$ cat config.mk
export PLATFORM = sky130hd
export DESIGN_NAME = dtree_seq_eval
export DESIGN_NICKNAME = d
export VERILOG_FILES = /design/src/rtl/dtree_pkg.sv /design/src/rtl/dtree_node_cmp.sv /design/src/rtl/dtree_seq_eval.sv
export SDC_FILE = /design/constraint.sdc
export NUM_CORES = 1
export LEC_CHECK = 0
export BUFFER_PORTS_ARGS = -buffer_cell sky130_fd_sc_hd__buf_2
export CAP_MARGIN = 20
export CORE_UTILIZATION = 44
export DETAILED_ROUTE_END_ITERATION = 10
export PLACE_DENSITY_LB_ADDON = 0.12
export SLEW_MARGIN = 0
export SYNTH_ARGS = -nofsm -noshare
export SYNTH_HDL_FRONTEND = slang
export SYNTH_SLANG_ARGS = --single-unit
$ cat constraint.sdc
create_clock -name clk -period 4 [get_ports clk]
set_clock_uncertainty 0.2 [all_clocks]
set_input_delay 0 -clock clk [delete_from_list [all_inputs] [get_ports clk]]
set_output_delay 0 -clock clk [all_outputs]
set_load 0.02 [all_outputs]
$ cat src/rtl/dtree_pkg.sv
// dtree_pkg: shared types and helpers for the sequential decision-tree evaluator.
//   - state_t   : walk FSM encoding (IDLE, WALK, DONE)
//   - *_f       : node-word width and field-offset functions of the block parameters
//   - node_t    : node word at the default parameter set, with a builder for benches
// Node word layout, MSB to LSB: leaf | fidx | shift | thresh | left | right.
package dtree_pkg;

   typedef enum logic [1:0] {
      ST_IDLE = 2'd0,
      ST_WALK = 2'd1,
      ST_DONE = 2'd2
   } state_t;

   function automatic int node_w_f(input int n_feat, input int feat_w, input int n_nodes);
      return 32'd1 + $clog2(n_feat) + $clog2(feat_w) + feat_w + 32'd2 * $clog2(n_nodes);
   endfunction

   function automatic int right_lsb_f();
      return 32'd0;
   endfunction

   function automatic int left_lsb_f(input int n_nodes);
      return $clog2(n_nodes);
   endfunction

   function automatic int thresh_lsb_f(input int n_nodes);
      return 32'd2 * $clog2(n_nodes);
   endfunction

   function automatic int shift_lsb_f(input int feat_w, input int n_nodes);
      return thresh_lsb_f(n_nodes) + feat_w;
   endfunction

   function automatic int fidx_lsb_f(input int feat_w, input int n_nodes);
      return shift_lsb_f(feat_w, n_nodes) + $clog2(feat_w);
   endfunction

   function automatic int leaf_bit_f(input int n_feat, input int feat_w, input int n_nodes);
      return fidx_lsb_f(feat_w, n_nodes) + $clog2(n_feat);
   endfunction

   localparam int DEF_N_FEAT  = 5;
   localparam int DEF_FEAT_W  = 8;
   localparam int DEF_N_NODES = 16;
   localparam int DEF_FIDX_W  = $clog2(DEF_N_FEAT);
   localparam int DEF_SH_W    = $clog2(DEF_FEAT_W);
   localparam int DEF_NIDX_W  = $clog2(DEF_N_NODES);

   typedef struct packed {
      logic                  leaf;
      logic [DEF_FIDX_W-1:0] fidx;
      logic [DEF_SH_W-1:0]   shift;
      logic [DEF_FEAT_W-1:0] thresh;
      logic [DEF_NIDX_W-1:0] left;
      logic [DEF_NIDX_W-1:0] right;
   } node_t;

   function automatic node_t make_node(input logic                  leaf,
                                       input logic [DEF_FIDX_W-1:0] fidx,
                                       input logic [DEF_SH_W-1:0]   shift,
                                       input logic [DEF_FEAT_W-1:0] thresh,
                                       input logic [DEF_NIDX_W-1:0] left,
                                       input logic [DEF_NIDX_W-1:0] right);
      node_t n;
      n.leaf   = leaf;
      n.fidx   = fidx;
      n.shift  = shift;
      n.thresh = thresh;
      n.left   = left;
      n.right  = right;
      return n;
   endfunction

endpackage

$ cat src/rtl/dtree_node_cmp.sv
// dtree_node_cmp: combinational evaluation of one node word against the feature register.
// Ports:
//   feat     in  N_FEAT*FEAT_W  registered feature vector, feature 0 in the LSBs
//   node     in  NODE_W         node word being evaluated
//   is_leaf  out 1              node is a leaf
//   nxt      out NIDX_W         chosen child (left when the test holds, else right)
//   cls      out CLASS_W        leaf class (low bits of thresh)
//   err      out 1              internal node names a feature index >= N_FEAT
//   go_right out 1              right branch chosen (only with DTREE_PATH_EN)
module dtree_node_cmp
   import dtree_pkg::*;
#(
   parameter int N_FEAT  = 5,
   parameter int FEAT_W  = 8,
   parameter int CLASS_W = 5,
   parameter int N_NODES = 16,
   localparam int NIDX_W = $clog2(N_NODES),
   localparam int FIDX_W = $clog2(N_FEAT),
   localparam int SH_W   = $clog2(FEAT_W),
   localparam int NODE_W = node_w_f(N_FEAT, FEAT_W, N_NODES)
) (
   input  logic [N_FEAT*FEAT_W-1:0] feat,
   input  logic [NODE_W-1:0]        node,
   output logic                     is_leaf,
   output logic [NIDX_W-1:0]        nxt,
   output logic [CLASS_W-1:0]       cls,
`ifdef DTREE_PATH_EN
   output logic                     go_right,
`endif
   output logic                     err
);

   localparam int LEFT_LSB   = left_lsb_f(N_NODES);
   localparam int THRESH_LSB = thresh_lsb_f(N_NODES);
   localparam int SHIFT_LSB  = shift_lsb_f(FEAT_W, N_NODES);
   localparam int FIDX_LSB   = fidx_lsb_f(FEAT_W, N_NODES);
   localparam int LEAF_BIT   = leaf_bit_f(N_FEAT, FEAT_W, N_NODES);
   localparam logic [31:0] N_FEAT_U = 32'(N_FEAT);

   logic [FIDX_W-1:0] fidx_s;
   logic [SH_W-1:0]   shift_s;
   logic [FEAT_W-1:0] thresh_s;
   logic [FEAT_W-1:0] sel_s;
   logic [FEAT_W-1:0] shifted_s;
   logic              le_s;

   assign fidx_s    = node[FIDX_LSB +: FIDX_W];
   assign shift_s   = node[SHIFT_LSB +: SH_W];
   assign thresh_s  = node[THRESH_LSB +: FEAT_W];
   assign is_leaf   = node[LEAF_BIT];
   assign cls       = thresh_s[CLASS_W-1:0];

   // Feature select mux; an out-of-range index yields zero and is flagged via err.
   always_comb begin
      sel_s = {FEAT_W{1'b0}};
      for (int i = 0; i < N_FEAT; i++) begin
         if (fidx_s == FIDX_W'(i)) begin
            sel_s = feat[i*FEAT_W +: FEAT_W];
         end else begin
            sel_s = sel_s;
         end
      end
   end

   assign shifted_s = sel_s >> shift_s;
   assign le_s      = (shifted_s <= thresh_s);
   assign nxt       = le_s ? node[LEFT_LSB +: NIDX_W] : node[0 +: NIDX_W];
   // Zero-extend so the range check stays meaningful for non power-of-two N_FEAT.
   assign err       = !is_leaf && ({{(32-FIDX_W){1'b0}}, fidx_s} >= N_FEAT_U);
`ifdef DTREE_PATH_EN
   assign go_right  = !le_s;
`endif

endmodule

$ cat src/rtl/dtree_seq_eval.sv
// dtree_seq_eval: programmable sequential decision-tree classifier, one node per clock.
// A node table loaded through the cfg port is walked from node 0 for each accepted
// feature vector; the leaf class (or an error) is presented on a valid/ready output.
// Ports:
//   clk, rst                    clock, synchronous active-high reset
//   cfg_we/cfg_addr/cfg_data    node table write, honoured only while cfg_ready (IDLE)
//   in_valid/in_ready/in_feat   feature vector input handshake
//   out_valid/out_ready         result handshake
//   out_class, out_err          result class, error (depth limit or bad feature index)
//   out_path, out_depth         branch history and internal-node count (DTREE_PATH_EN only)
// Optional feature macro: DTREE_PATH_EN.
module dtree_seq_eval
   import dtree_pkg::*;
#(
   parameter int N_FEAT    = 5,
   parameter int FEAT_W    = 8,
   parameter int CLASS_W   = 5,
   parameter int N_NODES   = 16,
   parameter int MAX_DEPTH = 8,
   localparam int NIDX_W   = $clog2(N_NODES),
   localparam int NODE_W   = node_w_f(N_FEAT, FEAT_W, N_NODES),
   localparam int STEP_W   = $clog2(MAX_DEPTH + 1)
) (
   input  logic                     clk,
   input  logic                     rst,
   input  logic                     cfg_we,
   input  logic [NIDX_W-1:0]        cfg_addr,
   input  logic [NODE_W-1:0]        cfg_data,
   output logic                     cfg_ready,
   input  logic                     in_valid,
   output logic                     in_ready,
   input  logic [N_FEAT*FEAT_W-1:0] in_feat,
   output logic                     out_valid,
   input  logic                     out_ready,
   output logic [CLASS_W-1:0]       out_class,
`ifdef DTREE_PATH_EN
   output logic [MAX_DEPTH-1:0]     out_path,
   output logic [STEP_W-1:0]        out_depth,
`endif
   output logic                     out_err
);

   localparam logic [31:0] N_NODES_U   = 32'(N_NODES);
   localparam logic [31:0] MAX_DEPTH_U = 32'(MAX_DEPTH);

   logic [NODE_W-1:0]        node_tbl_r [N_NODES];
   state_t                   state_r, state_nxt;
   logic [NIDX_W-1:0]        ptr_r, ptr_nxt;
   logic [STEP_W-1:0]        step_r, step_nxt;
   logic [N_FEAT*FEAT_W-1:0] feat_r, feat_nxt;
   logic [CLASS_W-1:0]       cls_r, cls_nxt;
   logic                     err_r, err_nxt;
   logic                     out_valid_r, in_ready_r, cfg_ready_r;
   logic [NODE_W-1:0]        node_s;
   logic                     is_leaf_s, node_err_s, ptr_oob_s, step_last_s;
   logic [NIDX_W-1:0]        nxt_s;
   logic [CLASS_W-1:0]       node_cls_s;
`ifdef DTREE_PATH_EN
   logic                     go_right_s;
   logic [MAX_DEPTH-1:0]     path_r, path_nxt;
`endif

   assign node_s      = node_tbl_r[ptr_r];
   // A child index past the table end only becomes visible once it is the pointer.
   assign ptr_oob_s   = ({{(32-NIDX_W){1'b0}}, ptr_r} >= N_NODES_U);
   assign step_last_s = (({{(32-STEP_W){1'b0}}, step_r} + 32'd1) >= MAX_DEPTH_U);

   dtree_node_cmp #(
      .N_FEAT  (N_FEAT),
      .FEAT_W  (FEAT_W),
      .CLASS_W (CLASS_W),
      .N_NODES (N_NODES)
   ) u_cmp (
      .feat     (feat_r),
      .node     (node_s),
      .is_leaf  (is_leaf_s),
      .nxt      (nxt_s),
      .cls      (node_cls_s),
`ifdef DTREE_PATH_EN
      .go_right (go_right_s),
`endif
      .err      (node_err_s)
   );

   // Node table write port; the table has no reset so its contents survive rst.
   always_ff @(posedge clk) begin
      if (cfg_we && (state_r == ST_IDLE)) begin
         node_tbl_r[cfg_addr] <= cfg_data;
      end
   end

   // Walk FSM next-state and datapath update.
   always_comb begin
      state_nxt = state_r;
      ptr_nxt   = ptr_r;
      step_nxt  = step_r;
      feat_nxt  = feat_r;
      cls_nxt   = cls_r;
      err_nxt   = err_r;
`ifdef DTREE_PATH_EN
      path_nxt  = path_r;
`endif
      case (state_r)
         ST_IDLE: begin
            if (in_valid) begin
               feat_nxt  = in_feat;
               ptr_nxt   = {NIDX_W{1'b0}};
               step_nxt  = {STEP_W{1'b0}};
`ifdef DTREE_PATH_EN
               path_nxt  = {MAX_DEPTH{1'b0}};
`endif
               state_nxt = ST_WALK;
            end else begin
               state_nxt = ST_IDLE;
            end
         end
         ST_WALK: begin
            if (ptr_oob_s || (!is_leaf_s && (node_err_s || step_last_s))) begin
               cls_nxt   = {CLASS_W{1'b0}};
               err_nxt   = 1'b1;
               state_nxt = ST_DONE;
            end else if (is_leaf_s) begin
               cls_nxt   = node_cls_s;
               err_nxt   = 1'b0;
               state_nxt = ST_DONE;
            end else begin
               ptr_nxt   = nxt_s;
               step_nxt  = step_r + {{(STEP_W-1){1'b0}}, 1'b1};
`ifdef DTREE_PATH_EN
               path_nxt  = path_r | ({{(MAX_DEPTH-1){1'b0}}, go_right_s} << step_r);
`endif
            end
         end
         ST_DONE: begin
            if (out_ready) begin
               state_nxt = ST_IDLE;
            end else begin
               state_nxt = ST_DONE;
            end
         end
         default: begin
            state_nxt = ST_IDLE;
         end
      endcase
   end

   // State, datapath and registered handshake outputs.
   always_ff @(posedge clk) begin
      if (rst) begin
         state_r     <= ST_IDLE;
         ptr_r       <= {NIDX_W{1'b0}};
         step_r      <= {STEP_W{1'b0}};
         feat_r      <= {(N_FEAT*FEAT_W){1'b0}};
         cls_r       <= {CLASS_W{1'b0}};
         err_r       <= 1'b0;
         out_valid_r <= 1'b0;
         in_ready_r  <= 1'b1;
         cfg_ready_r <= 1'b1;
`ifdef DTREE_PATH_EN
         path_r      <= {MAX_DEPTH{1'b0}};
`endif
      end else begin
         state_r     <= state_nxt;
         ptr_r       <= ptr_nxt;
         step_r      <= step_nxt;
         feat_r      <= feat_nxt;
         cls_r       <= cls_nxt;
         err_r       <= err_nxt;
         out_valid_r <= (state_nxt == ST_DONE);
         in_ready_r  <= (state_nxt == ST_IDLE);
         cfg_ready_r <= (state_nxt == ST_IDLE);
`ifdef DTREE_PATH_EN
         path_r      <= path_nxt;
`endif
      end
   end

   assign out_valid = out_valid_r;
   assign out_class = cls_r;
   assign out_err   = err_r;
   assign in_ready  = in_ready_r;
   assign cfg_ready = cfg_ready_r;
`ifdef DTREE_PATH_EN
   assign out_path  = path_r;
   assign out_depth = step_r;
`endif

endmodule

==> results.yml <==
pwr:
  leakage_nw: 7.47
  p_clk_share_pct: 40.4
  cellPowerDensity_nw_per_um2: 433
  power.switching_mw: 2.08
  internal_power_mw: 7.48
  p_total_mw: 9.56
  p_seq_share_pct: 52.0
  p_sw_share_pct: 21.7
  ir_drop_mv: 0.355
  comb_power_share_pct: 7.5
floorplanning:
  dieArea_um2: 39800
  num_rows: 71
  die_width_um: 199
  core_um2: 38000
  num_io_pins: 81
  initial_utilization_pct: 45.1
  die_h_um: 199
place:
  detailedPlace.worstSlack_ns: -0.768
  port_buffers: 80
  place.gp.congestion: 0.832
  dp_hpwl_mm: 23.1
yosys:
  syn_area_per_cell_um2: 18.0
  ys_seq_area_share_pct: 71.6
  yosys-top-cells-area: "edfxtp_1, mux4_2, dfxtp_1, nand2_1, a21oi_1"
  synth_edf_count: 368
  yosysWarnings: 0
  synth_cell_type_count: 66
  ys.flop_type: "edfxtp_1"
  synth_area_um2: 17200
  synth_top_area_cell: "edfxtp_1"
  async_reset_ff_share_pct: 0
  yosys_register_bits: 430
  syn_inst: 955
  yosys-top-cells-count: "edfxtp_1, nand2_1, mux4_2, dfxtp_1, a21oi_1"
  synth_most_common_cell: "edfxtp_1"
  synth_nets: 1037
  yosys.area.top_type_share_pct: 64.4
clocking:
  clock_latency_ns: 0.57
  cts_tree: "done"
  clkSinkCount: 430
  path_clk_slew_ns: 0.06
  htreeDepth: 2
  clock_path_buffers: 3
  cts-root-buf: "clkbuf_16"
  numCtsBuffers: 45
timing:
  layout_setup_ws_ns: -0.547
  slew_headroom_pct: 47.9
  hold_violations: 0
  fin_crit_sh_pct: 114
  grt_setup_unrepaired: "yes"
  fmax_ghz: 0.220
  finalSetupViolCount: 8
  fin_crit_ns: 4.55
  drv_slew: 0
  worst_pin_slew_ns: 0.782
global_routing:
  grt_max_degree: 46
  groute.usage.overall_pct: 21.9
  grt_pass1_vias: 10100
  grt_overflow: 0
  antenna_found_initial: 0
  grt_pass1_wl_mm: 62.3
detailed_routing:
  drc: 0
  antenna_left: 0
  vias: 9830
  drt_iter0_markers: 708
  wl_per_cell_um: 23.1
  wirelength_mm: 42.5
  via_per_inst: 5.34
  drtPass1Iterations: 5
worst_setup_path:
  start_kind: "flop"
  end_kind: "flop"
  arrival_ns: 4.77
  cp_max_fo: 5
  critPathKind: "flop to flop"
  critPathRequiredTime_ns: 4.22
finish:
  layout-drive-gt1-share_pct: 30.7
  fin_util_pct: 58.0
  area_delta_synth_final_pct: 28.6
  n_antenna_cell: 0
  final_nets: 1379
flow_run:
  drv_cap: 0
status:
  status: "finished, violations left"
  violations: "negative setup slack"
min_path:
  hold_class: "input port to flop"
==> power groups by stage <==
stage / Combinational [mW] / Sequential [mW] / Clock (mW)
after floorplan: 0.297 / 5.06 / 0
after global placement: 0.534 / 5.07 / 0
after detailed placement: 0.539 / 5.07 / 0
after CTS: 0.698 / 4.97 / 3.96
after global routing: 0.780 / 4.98 / 4.11
final: 0.721 / 4.98 / 3.86
==> critical path, cell delays in order (launching register included) <==
cell and delay (ns):
dfxtp_4 0.38, buf_12 0.12, mux4_2 0.49, mux2i_1 0.18, buf_4 0.14, nor2_2 0.04, a21oi_4 0.21, a21oi_2 0.05
o32a_1 0.35, mux2i_1 0.19, a21oi_1 0.11, a221oi_2 0.24, ha_1 0.28, nor2b_4 0.13, o21a_1 0.15, o21a_1 0.17
o21a_1 0.16, o21bai_1 0.17, a22o_4 0.19, mux2_4 0.31, nand2_2 0.07, a21oi_2 0.06
==> cell usage in the layout (no fill, tap or decap), types with 3 or more instances in the layout <==
cell type / Yosys / layout
a22oi_1: 10 / 8
mux2i_1: 24 / 24
ha_1: 10 / 8
o21ai_0: 9 / 7
nand3b_1: 5 / 5
nand2b_1: 3 / 3
clkinv_2: 0 / 7
inv_1: 9 / 9
nand2_1: 112 / 107
nor2_1: 35 / 20
dfxtp_1: 62 / 59
a21oi_1: 59 / 53
mux4_1: 6 / 6
dlygate4sd3_1: 0 / 164
nand2_2: 3 / 8
clkinv_1: 1 / 11
mux2_4: 1 / 5
clkbuf_16: 0 / 46
a21o_1: 3 / 3
o21a_1: 4 / 4
a21oi_2: 2 / 6
o21ai_1: 2 / 4
dfxtp_4: 0 / 3
mux2_2: 9 / 5
edfxtp_1: 368 / 368
nor2_4: 0 / 13
nor3_2: 0 / 4
a22oi_2: 2 / 4
clkbuf_1: 23 / 14
buf_4: 3 / 89
nand3_1: 9 / 9
nor3_1: 13 / 7
buf_12: 0 / 9
mux4_2: 100 / 100
buf_2: 12 / 80
==> logic make-up after synthesis <==
family,after synthesis,synth area share (%)
buffers and inverters,59,1.82
DFF,430,71.6
adders and majority gates,10,0.729
AOI/OAI and AO/OA,116,4.50
and+or+nand+nor,198,5.11
muxes,140,16.1
xor gates and xnor gates,2,0.102
==> stage by stage <==
| stage | instance area [um2] | hold WS (ns) | cells | TNS, ns |
|---|---|---|---|---|
| 3_5_place_dp | 18800 | 0.0465 | 1586 | -6.06 |
| 6_report | 22100 | 0.0763 | 1842 | -4.31 |
| 4_1_cts | 22000 | 0.0407 | 1839 | -4.42 |
| 5_1_grt | 22100 | 0.0749 | 1842 | -6.05 |
| 2_1_floorplan | 17200 | -0.101 | 955 | -1.58 |
| 3_3_place_gp | 18800 | 0.0429 | 1586 | -5.42 |
==> final timing paths <==
| kind | slack, ns | startpoint | depth (start not counted) | to |
|---|---|---|---|---|
| worst max-delay path | -0.55 | flop | 21 | ptr_r[3] |
| worst min-delay path | 0.08 | out_ready | 4 | state_r[1] |
| worst max register to register | -0.55 | flop | 21 | ptr_r[3] |
| worst min register to register | 0.28 | ptr_r[1] | 2 | flop |
==> final cells by class <==
type	count	area (um2)
fill	2863	16000
timing repair buffer	344	2910
clock inverter	21	148
multi-input combinational	466	4830
clock buffer	60	1200
sequential	430	12300
inverter	10	38.8
tap	511	639
==> metal layers <==
layer,GRT usage [%],vias up,part of all wire [%],wire length (um)
li1,-,4496,-,-
met1,28.5,5027,43,18200
met2,38.1,245,51,21500
met3,3.19,62,4.4,1860
met4,6.28,0,2.1,912
met5,0,-,0,0
==> registers in the layout (all words and copies together), names as in the netlist, named ones only <==
signal,cells
cfg_ready,1
feat_r,40
node_tbl_r,368
out_class,5
out_err,1
out_valid,1
ptr_r,4
state_r,2
step_r,4
==> repair_timing <==
action | CTS | global route
gates resized for setup | 9 | 21
hold buffers | 164 | 0
pin swaps | 8 | 9
endpoints found under the hold margin | 547 | 0
endpoints found under the setup margin | 8 | 9
buffers inserted | 8 | 3
(Power assumes the default switching activity.)
